==> src/rtl/fixed_softermax_stream.sv <==
// Row-streaming base-2 softmax: buffers a row, tracks an online integer max and power-of-two sum, divides, then emits the normalised row.
// Latency: last input beat accepted at edge t -> W divider cycles -> first output beat valid from cycle t+W+1.
// Backpressure: input ready only while accumulating; output beat and read pointer hold while data_out_0_ready is low.
// Ports: clk/rst_n (async active-low); data_in_0[L] + valid/ready in; data_out_0[L] + valid/ready out.
module fixed_softermax_stream #(
  parameter int DATA_IN_0_PRECISION_0       = 8,
  parameter int DATA_IN_0_PRECISION_1       = 4,
  parameter int DATA_IN_0_TENSOR_SIZE_DIM_0 = 4,
  parameter int DATA_IN_0_TENSOR_SIZE_DIM_1 = 2,
  parameter int DATA_IN_0_PARALLELISM_DIM_0 = 2,
  parameter int DATA_OUT_0_PRECISION_0      = 8,
  parameter int DATA_OUT_0_PRECISION_1      = 7,
  parameter int POW2_FRAC_WIDTH             = 8,
  parameter int RECIP_WIDTH                 = 16,
  parameter int MASK_MODE                   = 0
) (
  input  logic clk,
  input  logic rst_n,
  input  logic [DATA_IN_0_PARALLELISM_DIM_0-1:0][DATA_IN_0_PRECISION_0-1:0]  data_in_0,
  input  logic                                                                data_in_0_valid,
  output logic                                                                data_in_0_ready,
  output logic [DATA_IN_0_PARALLELISM_DIM_0-1:0][DATA_OUT_0_PRECISION_0-1:0] data_out_0,
  output logic                                                                data_out_0_valid,
  input  logic                                                                data_out_0_ready
);
  localparam int IW   = DATA_IN_0_PRECISION_0;
  localparam int F    = DATA_IN_0_PRECISION_1;
  localparam int N    = DATA_IN_0_TENSOR_SIZE_DIM_0;
  localparam int ROWS = DATA_IN_0_TENSOR_SIZE_DIM_1;
  localparam int L    = DATA_IN_0_PARALLELISM_DIM_0;
  localparam int OW   = DATA_OUT_0_PRECISION_0;
  localparam int O    = DATA_OUT_0_PRECISION_1;
  localparam int P    = POW2_FRAC_WIDTH;
  localparam int W    = RECIP_WIDTH;
  localparam int NB   = N / L;
  localparam int PW   = P + 1;
  localparam int SW   = P + 1 + $clog2(N);
  localparam int MW   = IW - F;          // integer part of x, signed
  localparam int EW   = IW + 2;          // x - M never overflows this
  localparam int BW   = (NB > 1) ? $clog2(NB) : 1;
  localparam int RW   = (ROWS > 1) ? $clog2(ROWS) : 1;
  localparam int CW   = (W > 1) ? $clog2(W) : 1;
  localparam int CLW  = $clog2(N) + 1;

  // Elaboration-time 2^(f/2^F) in 30-bit fixed point, built from repeated
  // square roots of 2. Truncation keeps every entry at or below the true
  // value; f=0 is exact, so floor() is preserved for P up to 30.
  function automatic longint unsigned isqrt64(input longint unsigned v);
    longint unsigned res, t;
    res = 0;
    for (int b = 31; b >= 0; b--) begin
      t = res | (64'd1 << b);
      if (t * t <= v) res = t;
    end
    return res;
  endfunction

  function automatic logic [PW-1:0] lut_entry(input int f);
    longint unsigned acc, root;
    acc  = 64'd1 << 30;
    root = 64'd2 << 30;
    for (int k = 1; k <= F; k++) begin
      root = isqrt64(root << 30);
      if (f[F-k]) acc = (acc * root) >> 30;
    end
    return PW'(acc >> (30 - P));
  endfunction

  typedef enum logic [1:0] {ACCUM, DIVIDE, EMIT} state_t;

  state_t                    r_state;
  logic [BW-1:0]             r_wptr, r_rptr;
  logic signed [MW-1:0]      r_m;
  logic [SW-1:0]             r_s;
  logic [SW-1:0]             r_rem;
  logic [W-1:0]              r_q;
  logic [CW-1:0]             r_cnt;
  logic [RW-1:0]             r_row;
  logic [L-1:0][IW-1:0]      r_buf [NB];

  logic [PW-1:0]             w_lut [2**F];
  logic [BW-1:0]             w_ptr;
  logic [L-1:0]              w_live;
  logic                      w_any;
  logic signed [MW-1:0]      w_mb, w_m_new, w_pm;
  logic [MW:0]               w_d;
  logic [PW-1:0]             w_p [L];
  logic [SW-1:0]             w_psum, w_s_new;
  logic [SW:0]               w_trial;
  logic                      w_in_hs, w_out_hs;

  for (genvar g = 0; g < 2**F; g++) begin : g_lut
    localparam logic [PW-1:0] LV = lut_entry(g);
    assign w_lut[g] = LV;
  end

  assign data_in_0_ready  = (r_state == ACCUM);
  assign data_out_0_valid = (r_state == EMIT);
  assign w_in_hs  = data_in_0_valid && data_in_0_ready;
  assign w_out_hs = data_out_0_valid && data_out_0_ready;

  // Lane liveness for the beat currently being accepted or emitted.
  always_comb begin
    logic [CLW-1:0] col;
    w_ptr  = (r_state == EMIT) ? r_rptr : r_wptr;
    w_live = '0;
    for (int j = 0; j < L; j++) begin
      col = CLW'(w_ptr) * CLW'(L) + CLW'(j);
      w_live[j] = (MASK_MODE == 0) || (col <= CLW'(r_row));
    end
  end

  // Integer max over live lanes; a beat may be fully masked (w_any=0).
  always_comb begin
    w_any = 1'b0;
    w_mb  = '0;
    for (int j = 0; j < L; j++) begin
      if (w_live[j] && (!w_any || $signed(data_in_0[j][IW-1:F]) > w_mb)) begin
        w_mb  = data_in_0[j][IW-1:F];
        w_any = 1'b1;
      end
    end
  end

  // Beat 0 always contains live column 0, so it seeds M unconditionally.
  assign w_m_new = (r_wptr == '0 || (w_any && w_mb > r_m)) ? w_mb : r_m;
  assign w_d     = {w_m_new[MW-1], w_m_new} - {r_m[MW-1], r_m};
  // The pow2 lanes are shared: input beat with the new max while
  // accumulating, buffered beat with the final max while emitting.
  assign w_pm    = (r_state == EMIT) ? r_m : w_m_new;

  for (genvar j = 0; j < L; j++) begin : g_lane
    logic [IW-1:0]        w_x;
    logic signed [EW-1:0] w_e;
    logic [EW-1:0]        w_nk;
    logic [PW+W-1:0]      w_prod, w_sh;
    assign w_x    = (r_state == EMIT) ? r_buf[r_rptr][j] : data_in_0[j];
    assign w_e    = $signed({{(EW-IW){w_x[IW-1]}}, w_x})
                  - $signed({{(EW-MW-F){w_pm[MW-1]}}, w_pm, {F{1'b0}}});
    assign w_nk   = -(w_e >>> F);
    assign w_p[j] = w_live[j] ? (w_lut[w_e[F-1:0]] >> w_nk) : '0;
    assign w_prod = w_p[j] * r_q;
    assign w_sh   = w_prod >> (W - O);
    assign data_out_0[j] = (r_state != EMIT) ? '0 :
                           (|w_sh[PW+W-1:OW]) ? {OW{1'b1}} : w_sh[OW-1:0];
  end

  always_comb begin
    w_psum = '0;
    for (int j = 0; j < L; j++) w_psum = w_psum + SW'(w_p[j]);
  end

  assign w_s_new = ((r_wptr == '0) ? '0 : (r_s >> w_d)) + w_psum;
  assign w_trial = {r_rem, 1'b0};

  always_ff @(posedge clk) begin
    if (w_in_hs) r_buf[r_wptr] <= data_in_0;
  end

  always_ff @(posedge clk or negedge rst_n) begin
    if (!rst_n) begin
      r_state <= ACCUM;
      r_wptr  <= '0;
      r_rptr  <= '0;
      r_m     <= '0;
      r_s     <= '0;
      r_rem   <= '0;
      r_q     <= '0;
      r_cnt   <= '0;
      r_row   <= '0;
    end else begin
      case (r_state)
        ACCUM: if (w_in_hs) begin
          r_m <= w_m_new;
          r_s <= w_s_new;
          if (r_wptr == BW'(NB - 1)) begin
            r_wptr  <= '0;
            // Quotient bit W of 2^W/S is always 0 since S >= 2^P, so the
            // remainder starts at 1 and W steps shift in the zero bits.
            r_rem   <= SW'(1);
            r_q     <= '0;
            r_cnt   <= '0;
            r_state <= DIVIDE;
          end else begin
            r_wptr <= r_wptr + 1'b1;
          end
        end
        DIVIDE: begin
          if (w_trial >= {1'b0, r_s}) begin
            r_rem <= SW'(w_trial - {1'b0, r_s});
            r_q   <= {r_q[W-2:0], 1'b1};
          end else begin
            r_rem <= SW'(w_trial);
            r_q   <= {r_q[W-2:0], 1'b0};
          end
          r_cnt <= r_cnt + 1'b1;
          if (r_cnt == CW'(W - 1)) r_state <= EMIT;
        end
        EMIT: if (w_out_hs) begin
          if (r_rptr == BW'(NB - 1)) begin
            r_rptr  <= '0;
            r_state <= ACCUM;
            r_row   <= (r_row == RW'(ROWS - 1)) ? '0 : r_row + 1'b1;
          end else begin
            r_rptr <= r_rptr + 1'b1;
          end
        end
        default: r_state <= ACCUM;
      endcase
    end
  end
endmodule

==> config.mk <==
export PLATFORM = sky130hd
export DESIGN_NAME = fixed_softermax_stream
export DESIGN_NICKNAME = d
export VERILOG_FILES = /design/src/rtl/fixed_softermax_stream.sv
export SDC_FILE = /design/constraint.sdc
export NUM_CORES = 1
export LEC_CHECK = 0
export CAP_MARGIN = 10
export CORE_ASPECT_RATIO = 2
export CORE_MARGIN = 1
export CORE_UTILIZATION = 55
export CTS_CLUSTER_SIZE = 30
export DETAILED_ROUTE_END_ITERATION = 6
export DONT_BUFFER_PORTS = 1
export MAX_ROUTING_LAYER = met4
export PLACE_DENSITY = 0.7
export SLEW_MARGIN = 20
export SYNTH_ARGS = -nofsm -noshare
export SYNTH_HDL_FRONTEND = slang
export SYNTH_SLANG_ARGS = --single-unit
export TNS_END_PERCENT = 5
==> constraint.sdc <==
create_clock -name clk -period 27.6 [get_ports clk]
set_input_delay 2.76 -clock clk [delete_from_list [all_inputs] [get_ports clk]]
set_output_delay 2.76 -clock clk [all_outputs]
set_load 0.05 [all_outputs]
==> results.md <==
- Fin. max-slew vios: 0
- Hold-critical path endpoint: r_rem[8]$_DFFE_PN0P_
- Drt pass-1 iters: 5
- Arr. time, crit path: 15,330 ps
- Clock skew: between 10 and 15 ps
- Final Routed Wirelength: approximately 40,000 microns
- Levels on crit path: 43
- CTS max path bufs: 2
- Initial antenna violation count: 0
- PortBufs: 0
- Max-Cap Viols: 0
- TritonCTS clock tree: built
- Die Y-Extent: 244.2 microns
- Via density: roughly 5.9
- Setup bufs post-CTS: 0
- H-tree lvl count: 3
- DR DRC count: 0
- Initial Util: a little under three fifths
- Final hold vios: 0
- GPL Wtd Cong: 0.9224
- Buf+Inv Stages, Crit Path: 5
- Syn avg cell area: around 8.7 sq um
- Slowest stage delay, CP: between 800 and 900 ps
- DIE WIDTH: approximately 120 microns
- Hold Buf Count CTS: 0
- P_leak: 8.210 nW
- Via Count: 12,800
- Share of the yosys chip area belonging to registers: 13.71%
- Post-Synthesis Cells: roughly 1,900
- Final setup viols: 0
- Layout area overhead: 3.334%
- Crit path launch type: input pin
- Worst-Margin Slew: 1160 ps
- Synth top area share: between 20% and 30%
- Critical R2R Capture: r_s[10]$_DFFE_PN0P_
- Async set-or-reset flop fraction in the synthesized netlist: ~60%
- Global-route wire length before repair: 66,650 microns
- Hold Crit Class: flip-flop to flip-flop
- Final min period: roughly 18,000 ps
- Cells on Worst Hold Path: 2
- Final non-filler cell total: between 2,000 and 2,500
- Crit-path max FO: 15
- Crit share post-route: 65.53%
- Grt total ovfl: 0
- Post-DRT Antenna Nets: 0
- Slew HR: approximately 22%
- TritonCTS Sinks: 82
- CTS Root Cell: clkbuf_16
- Ports: 38
- All-Layer GR Usage: about 29%
- Status: finished, final reports clean
- Number of global-route vias before repair: roughly 14,000
- Slowest stage cell, crit path: and2_0
- Fin area: around 0.017 sq mm
- # rows: 88
- Reg2Reg Depth: 32
- Critical path endpoint category: output pin
- Power Dens Cells: 75.93 mW/mm^2
- Ys Warns: 0
- Crit path max-delay family: compound AO/OA/AOI/OAI gates
- Synth Cell Area: between 0.015 and 0.02 sq mm
- VDD IR max: between 0.06 and 0.07 mV
- Placed cell area: 0.01635 sq mm
- Synth top area cells: fa_1, ha_1, dfrtp_1
- Total core area: around 0.029 sq mm
- Layout Nets: between 2,000 and 2,500
- Seq cells post-synth: between 80 and 90
- DIE AREA: between 0.03 and 0.04 sq mm
- Number of flops mapped to enable cells by yosys: 32
- Diodes inserted: 0
- HP Start: r_rem[8]$_DFFE_PN0P_
- DP Cell Count: approximately 2,100
- Post-synth top flop: dfrtp_1
- RSZ-0062 raised after global routing: no
- Clk slew on worst S/H paths: about 70 ps
- 1st-iter DRT viols: approximately 690
- Setup TNS: 0 ps
- Worst r2r src: r_m[2]$_DFFE_PN0P_
- Achievable frequency: ~55 MHz
- Largest net degree at the start of global routing: 51
- Area leader, netlist: fa_1
- Dpl ws: ~9600 ps
- Dpl hpwl: between 30,000 and 40,000 microns
- Post-synth cell types: 88
- CP Class: input pin to output pin
- Clock Latency Late Sink: ~350 ps
- Share of post-route cells with drive strength above 1: between 5 and 6%
- Post-CTS sizing: 0
- WL/cell: 18.58 microns
- Cts bufs inserted: 9
- FF-to-FF setup slack: 18,740 ps
- Net Count, Synth: ~2,200
- Post-layout util: 57.80%
- Data required, critical path: ~25,000 ps
- Final Worst Setup Slack: roughly 9500 ps
==> flip-flops by register name (all words and copies together), names as in the netlist, 2 cells and up <==
register	count
r_cnt	4
r_q	16
r_m	4
r_state	2
r_rem	11
r_buf	32
r_s	11
==> kinds of logic after synthesis <==
kind of cell	Yosys count	share of synthesized area (%)
and+or+nand+nor	605	18.42
adders and majority gates	347	36.68
DFF	82	13.71
buffers and inverters	361	8.591
AOI/OAI and AO/OA	337	13.96
muxes	71	5.327
xor gates and xnor gates	57	3.319
==> power by group <==
group	total, W	leakage (nW)	switching (W)	internal, W
logic	0.000885	7.13	0.000536	0.000349
clock network	0.000122	0.149	0.0000579	0.0000645
registers	0.000258	0.928	0.0000947	0.000164
==> layout by cell type, fill, tap and decap left out, types with 17 or more instances in the layout <==
master	synthesis	layout
nand2_1	251	251
mux2i_1	37	37
nor3_1	24	23
fa_1	210	210
a21o_1	39	39
a21oi_1	85	85
a22o_1	18	18
xnor2_1	33	33
and2_1	146	146
edfxtp_1	32	32
xor2_1	20	20
nor2_1	75	75
nor2b_1	17	17
ha_1	137	137
inv_1	261	261
dfrtp_1	50	50
o21ai_0	75	75
nand3_1	24	24
mux2_2	19	19
buf_4	0	17
==> how the worst max path moves through the flow <==
| stage | from | endpoint | slack [ps] |
|---|---|---|---|
| finish | data_in_0[5] | data_out_0[2] | 9510 |
| global route | data_in_0[5] | data_out_0[4] | 8800 |
| CTS | data_in_0[5] | data_out_0[2] | 9580 |
| detailed placement | data_in_0[5] | data_out_0[2] | 9610 |
| global placement | data_in_0[5] | data_out_0[0] | 9820 |
| floorplan | data_in_0[5] | data_out_0[0] | 11040 |
==> area by class of cell <==
class / instances / area [sq um]
inverters: 266 / 1001
clock buffers: 9 / 225.2
well taps: 360 / 450.4
clock inverters: 7 / 76.32
fillers: 2624 / 12170
multi-input cells: 1417 / 12580
flip-flops and latches: 82 / 2212
repair buffers: 17 / 127.6
==> through the flow <==
step	power [W]	hold slack [ps]
3_3_place_gp	0.001114	492.7
2_1_floorplan	0.0009251	470.1
6_report	0.001266	512.9
4_1_cts	0.001265	519.3
3_5_place_dp	0.001138	503.8
5_1_grt	0.001372	532.5
==> routing by layer <==
layer  global-route usage, %  up-vias  share of wire, %
met5                       -        -                 0
met4                   13.71        0               4.5
met3                   2.565      121               2.7
met2                   55.11      272                57
met1                   29.67     6441                36
li1                        -     5966                 -
==> worst min-delay path, delay by kind of cell (launching register included) <==
kind / cells / cell delay (ps)
simple gates: 1 / 50
flops: 1 / 370
compound gates: 1 / 60
==> Yosys cell counts (17+ instances only) <==
cell type and number:
clkbuf_1 86, nor2b_1 17, nand3_1 24, mux2i_1 37, xor2_1 20, a21o_1 39
inv_1 261, nor2_1 75, mux2_2 19, nor3_1 24, a22o_1 18, and2_1 146
o21ai_0 75, a21oi_1 85, xnor2_1 33, ha_1 137, edfxtp_1 32, a31oi_1 18
fa_1 210, dfrtp_1 50, nand2_1 251
Note: power is estimated with default switching activity, not from simulation.
